**config.mk**
```make
export PLATFORM = sky130hd
export DESIGN_NAME = keypad_scanner
export DESIGN_NICKNAME = d
export VERILOG_FILES = /design/src/rtl/keypad_scanner.sv
export SDC_FILE = /design/constraint.sdc
export NUM_CORES = 1
export LEC_CHECK = 0
export ABC_AREA = 1
export CAP_MARGIN = 10
export CORE_MARGIN = 2
export CORE_UTILIZATION = 63
export DETAILED_ROUTE_END_ITERATION = 6
export PLACE_DENSITY = 0.82
export SYNTH_ARGS = -nofsm -noshare
export SYNTH_HDL_FRONTEND = slang
export SYNTH_SLANG_ARGS = --single-unit
```
**constraint.sdc**
```tcl
create_clock -name clk -period 4.21 [get_ports clk]
set_clock_uncertainty 0.15 [all_clocks]
set_input_delay 0.6315 -clock clk [delete_from_list [all_inputs] [get_ports clk]]
set_output_delay 0.6315 -clock clk [all_outputs]
set_load 0.005 [all_outputs]
```
**src/rtl/keypad_scanner.sv**
```systemverilog
// 4x4 active-low matrix keypad scanner.
// One row is driven low per step, the synchronized columns are captured into
// a 16-bit frame snapshot, and each completed frame is classified (none,
// single, multi) and debounced across whole frames before a key is reported.
module keypad_scanner #(
  parameter int CLK_DIV      = 1000,
  parameter int DEBOUNCE_CNT = 4
) (
  input  logic       clk,
  input  logic       rst_n,
  output logic [3:0] kb_row,
  input  logic [3:0] kb_col,
  output logic [1:0] scan_idx,
  output logic [3:0] key_code,
  output logic       key_valid,
  output logic       key_down
);

  localparam int DIV_W = (CLK_DIV > 1) ? $clog2(CLK_DIV) : 1;
  localparam int CNT_W = $clog2(DEBOUNCE_CNT + 1);
  localparam logic [DIV_W-1:0] DIV_LAST = DIV_W'(CLK_DIV - 1);
  localparam logic [CNT_W-1:0] CNT_MAX  = CNT_W'(DEBOUNCE_CNT);
  localparam logic [CNT_W-1:0] CNT_ONE  = CNT_W'(1);

  typedef enum logic [1:0] {
    IDLE       = 2'd0,
    PRESS_DB   = 2'd1,
    HELD       = 2'd2,
    RELEASE_DB = 2'd3
  } state_e;

  logic [3:0]       col_s1_q, col_s2_q;
  logic [DIV_W-1:0] div_q;
  logic [1:0]       scan_idx_q;
  logic [3:0]       kb_row_q;
  logic [15:0]      snap_q;
  state_e           state_q, state_d;
  logic [CNT_W-1:0] cnt_q, cnt_d;
  logic [3:0]       cand_q, cand_d;
  logic [3:0]       key_code_q, key_code_d;
  logic             key_valid_q, key_valid_d;
  logic             key_down_q, key_down_d;

  logic             tick, frame_end;
  logic [15:0]      frame_low;
  logic             is_none, is_single;
  logic [3:0]       low_idx;
  logic [CNT_W-1:0] cnt_inc;

  assign tick      = (div_q == DIV_LAST);
  assign frame_end = tick && (scan_idx_q == 2'd3);
  // Row 3 is still in the synchronizer on the frame-end tick, so splice it in.
  assign frame_low = ~{col_s2_q, snap_q[11:0]};
  assign is_none   = (frame_low == 16'h0000);
  assign is_single = !is_none && ((frame_low & (frame_low - 16'h0001)) == 16'h0000);
  assign cnt_inc   = (cnt_q >= CNT_MAX) ? CNT_MAX : cnt_q + CNT_ONE;

  // Two-flop synchronizer for the asynchronous column inputs.
  always_ff @(posedge clk or negedge rst_n) begin
    if (!rst_n) begin
      col_s1_q <= 4'b1111;
      col_s2_q <= 4'b1111;
    end else begin
      col_s1_q <= kb_col;
      col_s2_q <= col_s1_q;
    end
  end

  // Row step divider, row drive and per-row column snapshot.
  always_ff @(posedge clk or negedge rst_n) begin
    if (!rst_n) begin
      div_q      <= '0;
      scan_idx_q <= 2'd0;
      kb_row_q   <= 4'b1110;
      snap_q     <= '1;
    end else if (tick) begin
      div_q                         <= '0;
      scan_idx_q                    <= scan_idx_q + 2'd1;
      kb_row_q                      <= ~(4'b0001 << (scan_idx_q + 2'd1));
      snap_q[{scan_idx_q, 2'b00} +: 4] <= col_s2_q;
    end else begin
      div_q <= div_q + DIV_W'(1);
    end
  end

  // Position of the closed key; only meaningful when the frame is a single press.
  always_comb begin
    low_idx = 4'd0;
    for (int i = 0; i < 16; i++) begin
      if (frame_low[i]) low_idx = 4'(i);
    end
  end

  // Debounce FSM next state; only moves on a frame-end tick.
  always_comb begin
    state_d     = state_q;
    cnt_d       = cnt_q;
    cand_d      = cand_q;
    key_code_d  = key_code_q;
    key_valid_d = 1'b0;
    key_down_d  = key_down_q;
    if (frame_end) begin
      case (state_q)
        IDLE: begin
          if (is_single) begin
            cand_d = low_idx;
            if (DEBOUNCE_CNT <= 1) begin
              state_d     = HELD;
              cnt_d       = '0;
              key_code_d  = low_idx;
              key_valid_d = 1'b1;
              key_down_d  = 1'b1;
            end else begin
              state_d = PRESS_DB;
              cnt_d   = CNT_ONE;
            end
          end
        end
        PRESS_DB: begin
          if (is_single && (low_idx == cand_q)) begin
            if (cnt_inc >= CNT_MAX) begin
              state_d     = HELD;
              cnt_d       = '0;
              key_code_d  = cand_q;
              key_valid_d = 1'b1;
              key_down_d  = 1'b1;
            end else begin
              cnt_d = cnt_inc;
            end
          end else begin
            state_d = IDLE;
            cnt_d   = '0;
          end
        end
        HELD: begin
          // Any closed key (same, other, or chord) keeps the press alive; no rollover.
          if (is_none) begin
            if (DEBOUNCE_CNT <= 1) begin
              state_d    = IDLE;
              cnt_d      = '0;
              key_down_d = 1'b0;
            end else begin
              state_d = RELEASE_DB;
              cnt_d   = CNT_ONE;
            end
          end
        end
        RELEASE_DB: begin
          if (is_none) begin
            if (cnt_inc >= CNT_MAX) begin
              state_d    = IDLE;
              cnt_d      = '0;
              key_down_d = 1'b0;
            end else begin
              cnt_d = cnt_inc;
            end
          end else begin
            state_d = HELD;
            cnt_d   = '0;
          end
        end
        default: begin
          state_d = IDLE;
          cnt_d   = '0;
        end
      endcase
    end
  end

  // Debounce FSM and key output registers.
  always_ff @(posedge clk or negedge rst_n) begin
    if (!rst_n) begin
      state_q     <= IDLE;
      cnt_q       <= '0;
      cand_q      <= 4'd0;
      key_code_q  <= 4'd0;
      key_valid_q <= 1'b0;
      key_down_q  <= 1'b0;
    end else begin
      state_q     <= state_d;
      cnt_q       <= cnt_d;
      cand_q      <= cand_d;
      key_code_q  <= key_code_d;
      key_valid_q <= key_valid_d;
      key_down_q  <= key_down_d;
    end
  end

  assign kb_row    = kb_row_q;
  assign scan_idx  = scan_idx_q;
  assign key_code  = key_code_q;
  assign key_valid = key_valid_q;
  assign key_down  = key_down_q;

endmodule
```
== Word level (Yosys, flattened, before mapping) ==
Index checks and enable logic that the tools add are counted.
Word-level totals
  bits in registers: 55
Operators by class
  equality and inequality tests: 14
  $lt $le $gt $ge: 2
  muxes and demuxes: 40
  reductions and logical operators: 13
  $add $sub $neg: 5
  shift operators: 3
  bitwise logic cells: 3
Operators with widths (number)
  $mux W4: 14
  $logic_not A16 Y1: 2
  $mux W3: 6
  $and A16 B16 Y16: 1
  $bwmux W16: 1
  $not A16 Y16: 1
  $shift A4 B6 Y16 const A: 1
  $shiftx A4 B6 Y16: 1
  $sub A16 B1 Y16 const B: 1
  $mux W2: 6
  $ne A2 B2 Y1 const B: 6
  $pmux W3 S4: 1
  $add A10 B1 Y10 const B: 1
  $eq A10 B10 Y1 const B: 1
  $mux W10: 1
  $mux W1: 9
  $pmux W2 S4: 1
  $eq A2 B2 Y1 const B: 3
  $ge A3 B3 Y1 const B: 2
  $ne A3 B3 Y1 const B: 2
  $neg A4 Y6: 1
  $reduce_and A3 Y1: 2
  $reduce_and A6 Y1: 1
  $reduce_and A5 Y1: 1
  12 further kinds: 14

== Logic depth before layout (Yosys ltp) ==
  depth after elaboration: 21
  depth in mapped cells: 20
  mapped depth without buffers: 20

== Worst setup path after synthesis ==
Ideal clock, no wire load.
  kind: register to register
  start point: register snap_q[1]
  end point: register key_code_q[0], in the netlist key_code[0]
  data arrival time: 1.906 ns
  slack: 2.033 ns
  cell stages (with the launch flop): 15
  cell sequence: dfstp_2 -> nand2_1 -> nor2_1 -> nand3b_2 -> nand2_1 -> a21boi_0 -> nand3_1 -> nor2_1 -> nand2_1 -> nor2_2 -> nand2_1 -> inv_2 -> nand3_4 -> nand2_1 -> o21ai_1
Between the ends
  longest elaborated chain between the ends: 19
  elaborated cells on any way between the ends: 25
  those cells by class: 1 x add/sub; 1 x eq/ne; 15 x mux; 2 x bitwise; 6 x reduce/logical
RTL lines
  from (decl): RTL line 36  | logic [15:0] snap_q;
  from (signal, indexed assignment): RTL line 80  | snap_q[{scan_idx_q, 2'b00} +: 4] <= col_s2_q;
  $not A16 Y16 *: RTL line 53  | assign frame_low = ~{col_s2_q, snap_q[11:0]};
  $mux W1: RTL line 90  | if (frame_low[i]) low_idx = 4'(i);
  $mux W4 (14 in series): RTL line 90
  $eq A4 B4 Y1: RTL line 120  | if (is_single && (low_idx == cand_q)) begin
  $logic_and A1 B1 Y1 *: RTL line 120
  $reduce_and A4 Y1 (no source line) *
  to (signal assigned): RTL line 183  | key_code_q <= key_code_d;
  to (decl): RTL line 40  | logic [3:0] key_code_q, key_code_d;
Every way passes the cells marked *; elsewhere a longest branch is shown, timed or not.
A chain may end at the register's enable or synchronous reset.

== Worst setup path after layout ==
  start point: register div_q[0]
  end point: register key_down_q, in the netlist key_down
Between the ends
  longest elaborated chain between the ends: 3
RTL lines
  from (decl): RTL line 33  | logic [DIV_W-1:0] div_q;
  from (signal assigned): RTL line 82  | div_q <= div_q + DIV_W'(1);
  $eq A10 B10 Y1: RTL line 50  | assign tick = (div_q == DIV_LAST);
  $logic_and A1 B1 Y1: RTL line 51  | assign frame_end = tick && (scan_idx_q == 2'd3);
  $reduce_and A6 Y1 (no source line)
  to (signal assigned): RTL line 185  | key_down_q <= key_down_d;
  to (decl): RTL line 42  | logic key_down_q, key_down_d;
No other way between the ends.

==> flow_summary.toml <==
[status]
status = "finished, final reports clean"

[timing]
period_needed_ps = 2581
setup_tns_ps = 0
tightest_slew_ps = 767.5
hold_violations = 0
fmax_ghz = 0.3874
period_share_pct = 61.31
setup_viol = 0
grt_setup_unrepaired = "no"
holdWs_ps = 210.7
drv_slew = 0
maxSlewHeadroom_pct = 48.83

[final_layout]
antenna_cells = 0
drive_gt1_share_pct = 14.02
fin_nets = 384
n_fill_cell = 350
area_growth_pct = 12.21

[drt]
drt_drc_violations_left = 0
vias = 2280
finalWirelength_microns = 5364
routed_via_density = 5.390
ant_nets = 0
dr.pass1.iters = 4
wl_per_cell_microns = 12.68
drt_iter0_drc = 173

[power]
power_frac_seq_pct = 57.8
intPower_uw = 685.1
ir_drop_mv = 0.2577
leakagePower_nw = 1.397
p_clk_share_pct = 39.5
power_density_mw_per_mm2 = 281.4
switchingPower_uw = 185.3
finalPower_uw = 870.4
p_sw_share_pct = 21.29
comb_power_share_pct = 2.6

[floorplan]
rows = 24
fp.dieH_microns = 70.15
start_util_pct = 64.19
ios = 18
die_area_sq_mm = 0.004920
core_area_sq_mm = 0.004294
die_x_microns = 70.15

[synth]
yosysWarnings = 0
synth-edff-count = 0
synth_top_cell_by_area = "dfrtp_1"
synth_cell_types = 34
synth.avg_cell_area_sq_um = 7.898
synthFlopType = "dfrtp_1"
yosysTopAreaCellShare_pct = 25.42
postSynthCellCount = 349
synth.area.top_cells = "dfrtp_1, dfstp_2, nand2_1"
syn-cell-area_sq_mm = 0.002756
synth-async-reset-ratio_pct = 100.0
ys_top_cells_by_count = "nand2_1, inv_1, nor2_1"
syn_nets = 363
yosysMostFrequentCell = "nand2_1"
synth-seq-cells = 51
synth-seq-area-share_pct = 47.34

[setup_path]
start_kind = "register"
cp_data_arrival_time_ps = 2620
crit_fanout = 12
required_ps = 4250
endpoint_kind = "register"
worst-setup-path-type = "register to register"

[place]
io_buffers = 17
place.gp.congestion = 0.9025
dpl.hpwl_microns = 3987

[min_path]
hp-class = "register to register"

[grt]
grt_usage_pct = 24.30
grt-ovfl-total = 0
antenna_found_initial = 0
grt_pass1_vias = 2230
grt_pass1_wl_microns = 9597
grt_max_degree = 35

[clocking]
worstSkewPairLatency_ps = 300
clockRootBuffer = "clkbuf_8"
cts_max_level = 2
clock_path_buffers = 2
clock-sinks = 51
cts_resized = 0
cts_made_buffers = 5
cts_setup_buffers = 0
clk_pin_slew_ps = 90
hold_buffers = 0
cts_tree = "yes"

[run]
cap_violations = 0
-- cells by family (layout without fill, tap and decap cells) --
kind of cell / count (synthesis) / after routing / share of synthesized area (%)
xor gates and xnor gates: 3 / 3 / 0.9534
buffers and inverters: 56 / 78 / 7.762
adders and majority gates: 8 / 8 / 3.632
muxes: 2 / 2 / 0.8170
DFF: 51 / 51 / 47.34
AOI/OAI and AO/OA: 52 / 52 / 10.67
and+or+nand+nor: 177 / 177 / 28.82
-- flip-flops by register name, indices dropped and copies added, names as in the netlist --
| name | count |
|---|---|
| cnt_q | 3 |
| cand_q | 4 |
| col_s2_q | 4 |
| kb_row | 4 |
| snap_q | 12 |
| key_down | 1 |
| scan_idx | 2 |
| key_code | 4 |
| key_valid | 1 |
| col_s1_q | 4 |
| div_q | 10 |
| state_q | 2 |
-- critical path, stage by stage (launching register included) --
cell and delay [ps]:
dfrtp_1 380, ha_1 180, nand2_1 90, nor3_1 160, nand3_1 250, inv_1 360, nand2_1 200, nor2_1 240
o21ai_0 130, o31ai_1 240, nand2_1 80
-- worst paths after layout --
kind	cells past startpoint	from	to	slack [ps]
max reg2reg	10	div_q[0]$_DFF_PN0_	key_down$_DFFE_PN0P_	1630
min in group asynchronous	1	rst_n	div_q[9]$_DFF_PN0_	250
min reg2reg	0	col_s1_q[1]$_DFF_PN1_	col_s2_q[1]$_DFF_PN1_	210
max in group asynchronous	2	rst_n	col_s2_q[1]$_DFF_PN1_	2880
min	0	col_s1_q[1]$_DFF_PN1_	col_s2_q[1]$_DFF_PN1_	210
max	10	div_q[0]$_DFF_PN0_	key_down$_DFFE_PN0P_	1630
-- cells in the final DEF, fill, tap and decap left out, drive strengths merged --
master / Yosys / routed
a21boi: 3 / 3
a21oi: 11 / 11
a2bb2oi: 1 / 1
a31oi: 1 / 1
a41oi: 1 / 1
and3: 1 / 1
buf: 2 / 2
bufinv: 0 / 1
clkbuf: 2 / 5
clkdlybuf4s50: 0 / 16
clkinv: 1 / 2
dfrtp: 28 / 28
dfstp: 23 / 23
ha: 8 / 8
inv: 51 / 52
mux2: 2 / 2
nand2: 84 / 84
nand3: 22 / 22
nand3b: 1 / 1
nand4: 13 / 13
nor2: 47 / 47
nor3: 8 / 8
o211ai: 1 / 1
o21a: 1 / 1
o21ai: 30 / 30
o22ai: 2 / 2
o31ai: 1 / 1
or2: 1 / 1
xor2: 3 / 3
-- power by group through the flow --
| stage | clock (mW) | sequential, mW | combinational [mW] |
|---|---|---|---|
| 2_1_floorplan | 0 | 0.508 | 0.00966 |
| 3_3_place_gp | 0 | 0.512 | 0.0229 |
| 3_5_place_dp | 0 | 0.512 | 0.0233 |
| 4_1_cts | 0.350 | 0.503 | 0.0234 |
| 5_1_grt | 0.368 | 0.504 | 0.0269 |
| 6_report | 0.344 | 0.503 | 0.0231 |
-- per-stage QoR --
stage,util [%],setup slack (ps),cell area [sq um],cells
after CTS,72.03,1628,3093,423
after detailed placement,69.32,1649,2977,415
after global routing,72.03,1375,3093,423
after floorplan,-,2033,2756,349
final,72.03,1629,3093,423
after global placement,69.32,1756,2977,415
-- area by class of cell --
cell class / instances / area (sq um) / share of cell area (%)
clock inverters: 3 / 47.55 / 1.537
clock buffers: 5 / 68.82 / 2.225
repair buffers: 18 / 172.7 / 5.583
flip-flops and latches: 51 / 1305 / 42.19
inverters: 52 / 196.4 / 6.351
well taps: 52 / 65.06 / 2.104
multi-input cells: 242 / 1237 / 40.01
-- metal layers --
metal  vias to the layer above  share of wire (%)  GRT usage (%)
met5                         -                  0              0
met4                         0               0.91          7.265
met3                         6                4.3          4.473
met2                        51                 47          39.15
met1                      1052                 48          33.85
li1                       1171                  -              -
Power figures use the tool's default switching activity.
